--- config.mk ---
export PLATFORM = sky130hd
export DESIGN_NAME = alu_mul_seq
export DESIGN_NICKNAME = d
export VERILOG_FILES = /design/src/rtl/arm_cortex_m0p_pkg.sv /design/src/rtl/alu_mul_seq.sv
export SDC_FILE = /design/constraint.sdc
export NUM_CORES = 1
export LEC_CHECK = 0
export ABC_AREA = 1
export CAP_MARGIN = 20
export CORE_MARGIN = 3
export CORE_UTILIZATION = 40
export CTS_BUF_LIST = sky130_fd_sc_hd__clkbuf_8
export DETAILED_ROUTE_END_ITERATION = 6
export GPL_TIMING_DRIVEN = 0
export MAX_ROUTING_LAYER = met4
export PLACE_DENSITY = 0.83
export REMOVE_ABC_BUFFERS = 1
export SYNTH_ARGS = -nofsm -noshare
export SYNTH_HDL_FRONTEND = slang
export SYNTH_SLANG_ARGS = --single-unit
export TNS_END_PERCENT = 20
--- constraint.sdc ---
create_clock -name clk -period 1.9 [get_ports clk]
set_input_delay 0.38 -clock clk [delete_from_list [all_inputs] [get_ports clk]]
set_output_delay 0.38 -clock clk [all_outputs]
set_load 0.02 [all_outputs]
--- src/rtl/arm_cortex_m0p_pkg.sv ---
// Shared core package: data width, ALU operation encoding and the
// multiply-sequencer state type.
package arm_cortex_m0p_pkg;

  localparam int DATA_WIDTH = 32;

  typedef enum logic [2:0] {
    ALU_ADD,
    ALU_SUB,
    ALU_AND,
    ALU_OR,
    ALU_XOR,
    ALU_SHL,
    ALU_SHR,
    ALU_PASS_B
  } alu_op_t;

  // Operation presented to the shared ALU whenever the sequencer does not own it.
  localparam alu_op_t ALU_IDLE_OP = ALU_AND;

  typedef enum logic [1:0] {
    MS_IDLE,
    MS_RUN,
    MS_DONE
  } ms_state_t;

endpackage

--- src/rtl/alu_mul_seq.sv ---
// Shift-add multiply sequencer: one accumulation per cycle through the
// shared ALU, returning the low WIDTH bits of a*b with Z/N flags.
//
// state   | meaning
// MS_IDLE | ready for a request; ALU not owned
// MS_RUN  | one shift-add step per cycle using the shared ALU
// MS_DONE | result and flags held until the consumer takes them
module alu_mul_seq
  import arm_cortex_m0p_pkg::*;
#(
  parameter int WIDTH = DATA_WIDTH
) (
  input  logic             clk,
  input  logic             rst_n,
  input  logic             req_valid,
  output logic             req_ready,
  input  logic [WIDTH-1:0] req_a,
  input  logic [WIDTH-1:0] req_b,
  output logic             rsp_valid,
  input  logic             rsp_ready,
  output logic [WIDTH-1:0] rsp_result,
  output logic             rsp_z,
  output logic             rsp_n,
  output logic             alu_busy,
  output alu_op_t          alu_op,
  output logic [WIDTH-1:0] alu_a,
  output logic [WIDTH-1:0] alu_b,
  input  logic [WIDTH-1:0] alu_r
);

  ms_state_t        state, state_nxt;
  logic [WIDTH-1:0] p, m, q;
  logic [WIDTH-1:0] q_shr;

  assign q_shr      = {1'b0, q[WIDTH-1:1]};
  assign rsp_result = p;

  always_ff @(posedge clk or negedge rst_n) begin
    if (!rst_n) begin
      state <= MS_IDLE;
    end else begin
      state <= state_nxt;
    end
  end

  // ALU-facing outputs depend only on registered state, never on req_* inputs.
  always_comb begin
    state_nxt = state;
    req_ready = 1'b0;
    rsp_valid = 1'b0;
    alu_busy  = 1'b0;
    alu_op    = ALU_IDLE_OP;
    alu_a     = '0;
    alu_b     = '0;
    case (state)
      MS_IDLE: begin
        req_ready = 1'b1;
        if (req_valid) state_nxt = MS_RUN;
      end
      MS_RUN: begin
        alu_busy = 1'b1;
        alu_op   = ALU_ADD;
        alu_a    = p;
        alu_b    = q[0] ? m : '0;
        if (q_shr == '0) state_nxt = MS_DONE;
      end
      MS_DONE: begin
        rsp_valid = 1'b1;
        if (rsp_ready) state_nxt = MS_IDLE;
      end
      default: state_nxt = MS_IDLE;
    endcase
  end

  always_ff @(posedge clk or negedge rst_n) begin
    if (!rst_n) begin
      p     <= '0;
      m     <= '0;
      q     <= '0;
      rsp_z <= 1'b0;
      rsp_n <= 1'b0;
    end else begin
      case (state)
        MS_IDLE: begin
          if (req_valid) begin
            p <= '0;
            m <= req_a;
            q <= req_b;
          end
        end
        MS_RUN: begin
          p <= alu_r;
          m <= m << 1;
          q <= q_shr;
          // Flags come from the final accumulation, not the ALU's own flags.
          if (q_shr == '0) begin
            rsp_z <= (alu_r == '0);
            rsp_n <= alu_r[WIDTH-1];
          end
        end
        default: ;
      endcase
    end
  end

endmodule

==> impl_metrics.json <==
{
  "finalSetupViolations": 56,
  "synth_area_leaders": "dfrtp_1 (51%), nor2_1 (10%), nand2_1 (8.0%)",
  "gp_congestion": 0.7790,
  "yosysTopAreaCellShare": 0.5147,
  "final_nets": 918,
  "postSynthCellCount": 621,
  "grt_pass1_wl_um": 23050,
  "start_util": 0.4169,
  "cts_tree": "done",
  "synth_warnings": 0,
  "finalHoldViolations": 0,
  "grt_max_degree": 55,
  "synth_top_cell_by_area": "dfrtp_1",
  "skew_ns": 0.009319,
  "hold_buffers": 0,
  "crit_type": "register to output pin",
  "cp_slowest_cell": "dfrtp_2",
  "rows": 39,
  "wl_um": 15930,
  "fin_util": 0.6553,
  "postRouteAntennaNets": 0,
  "pre_cts_slack_ns": -2.233,
  "dieArea_sq_mm": 0.01351,
  "max_freq_mhz": 476.0,
  "crit_buf_inv": 5,
  "numCtsBuffers": 9,
  "setup_slack_ns": -0.2009,
  "crit_top_cell": "nand2_8",
  "crit_family": "buffers and inverters",
  "wl_per_cell_um": 16.49,
  "powerDensity_mw_per_mm2": 1066,
  "r2r_start": "state[1]$_DFFE_PN0P_",
  "die_w_um": 116.3,
  "h-tree-depth": 3,
  "total_power_mw": 8.144,
  "track_usage": 0.2261,
  "max-cap-violations": 0,
  "fin_crit_ns": 2.101,
  "cts-root-buf": "clkbuf_8",
  "critical_path_depth": 8,
  "clkLatencyLatePin_ns": 0.37,
  "crit_arrival_ns": 1.72,
  "ys_ff_latch": 100,
  "endpoint_kind": "output pin",
  "worstHoldPathType": "primary input to async pin",
  "first_iter_violations": 325,
  "critPathLaunchType": "register",
  "grt_antenna_before_repair": 0,
  "status": "finished with violations",
  "synth_area_sq_mm": 0.004862,
  "tightest_slew_ns": 0.7185,
  "layout_common_cells": "clkdlybuf4s50_1 (131), nand2_1 (103), dfrtp_1 (98)",
  "num_antenna_cells": 0,
  "area_growth_pct": 57.18,
  "coreArea_sq_mm": 0.01166,
  "top_level_ports": 204,
  "path_max_fanout": 8,
  "drive_gt1_frac": 0.2090,
  "slowest_delay_ns": 0.45,
  "drc": 0,
  "synth.distinct_cells": 19,
  "slew_headroom": 0.5210,
  "via_per_inst": 5.152,
  "dpl.hpwl_um": 9655,
  "violations": "setup timing",
  "seq_area_frac_synth": 0.5147,
  "startpoint": "state[1]$_DFFE_PN0P_",
  "numPortBuffers": 201,
  "final_max_slew_viol_count": 0,
  "reg2regPathDepth": 7,
  "crit_chain": "buf_6, inv_6, nand2_8, buf_16, clkinv_16, nand2_8, nor2_4, buf_4",
  "num_vias": 4977,
  "avgSynthCellArea_sq_um": 7.830,
  "grt_pass1_vias": 4594,
  "rsz0062_at_grt": "yes",
  "rrSetupSlack_ns": 0.11,
  "clock_path_buffers": 2,
  "finalCritPeriodShare": 1.106,
  "crit_required_ns": 1.52,
  "r2r-end": "m[22]$_DFFE_PN0P_",
  "dr.pass1.iters": 4,
  "cts_sinks": 100,
  "path_clk_slew_ns": 0.10,
  "crit_end": "alu_b[18]",
  "ir_drop_mv": 0.4922,
  "die_h_um": 116.3,
  "layout_commonest_cell": "clkdlybuf4s50_1",
  "grt_overflow_total": 0,
  "p_leak_nw": 3.490
}
cells by family (layout without fill, tap and decap cells):
group | count (synthesis) | in the layout | synth area share
and+or+nand+nor | 273 | 278 | 0.2213
DFF | 100 | 100 | 0.5147
AOI/OAI and AO/OA | 135 | 135 | 0.1629
buffers and inverters | 112 | 308 | 0.1004
other | 1 | 2 | 0.0007713
metal layers:
metal / vias up / part of all wire / routed length [um] / GRT usage
li1: 2393 / - / - / -
met1: 2371 / 0.43 / 6885 / 0.2886
met2: 193 / 0.50 / 7898 / 0.3680
met3: 20 / 0.053 / 849 / 0.02746
met4: 0 / 0.019 / 298 / 0.08894
met5: - / 0 / 0 / -
what timing repair did:
| action | 4_1_cts | 5_1_grt |
|---|---|---|
| setup buffers | 4 | 8 |
| cloned | 5 | 5 |
| pin swaps | 2 | 3 |
| setup endpoints to repair | 168 | 162 |
| resized for setup | 352 | 82 |
where the power goes:
group	internal (mW)	total [mW]	switching (mW)	leakage, nW
clock	0.941	1.69	0.748	0.131
sequential	2.72	3.09	0.365	1.22
combinational	1.44	3.37	1.93	2.14
total	5.11	8.14	3.04	3.49
cell usage after synthesis:
cell,instances
clkbuf_1,17
buf_6,3
a21oi_2,7
buf_4,7
o21ai_0,73
inv_1,69
a21oi_1,23
inv_2,1
nor2_4,1
nand2_1,104
buf_2,15
o221ai_1,23
dfrtp_1,100
nand3_1,29
o21ai_1,6
conb_1,1
nor2_1,136
nand2_2,3
o22ai_1,3
flip-flops by register name (all words and copies together) (netlist names):
name,count
q,32
m,32
rsp_result,32
rsp_n,1
state,2
rsp_z,1
cell type report:
type                    instances  area [sq um]
repair inverters                2         17.52
well taps                     143         178.9
clock inverters                 5         98.84
fillers                       969          4020
multi-input cells             415          2188
repair buffers                220          2208
clock buffers                  11         151.4
flip-flops and latches        100          2505
inverters                      70         294.0
worst min path at each step:
stage | to | slack, ns | depth (start not counted)
2_1_floorplan | m[0]$_DFFE_PN0P_ | 0.08 | 0
3_3_place_gp | rsp_n$_DFFE_PN0P_ | 0.46 | 2
3_5_place_dp | rsp_z$_DFFE_PN0P_ | 0.47 | 2
4_1_cts | rsp_result[15]$_DFFE_PN0P_ | 0.06 | 1
5_1_grt | rsp_result[1]$_DFFE_PN0P_ | 0.11 | 1
6_report | rsp_result[15]$_DFFE_PN0P_ | 0.06 | 1
worst reg2reg max path: stages (launching register included):
cell and delay [ns]:
dfrtp_2 0.45, buf_6 0.13, inv_6 0.06, nand2_8 0.06, bufbuf_16 0.33, nand2_8 0.19, buf_16 0.25, o221ai_1 0.18
through the flow:
stage / std cells / hold WS (ns) / instance area [sq um] / setup TNS [ns]
floorplan: 580 / 0.08441 / 4641 / -155.94
detailed placement: 927 / 0.4671 / 6914 / -201.79
finish: 966 / 0.05593 / 7642 / -7.070
CTS: 952 / 0.06492 / 7201 / -26.63
global placement: 924 / 0.4578 / 6832 / -689.94
global route: 966 / 0.1142 / 7642 / -11.85
(Power assumes the default switching activity.)
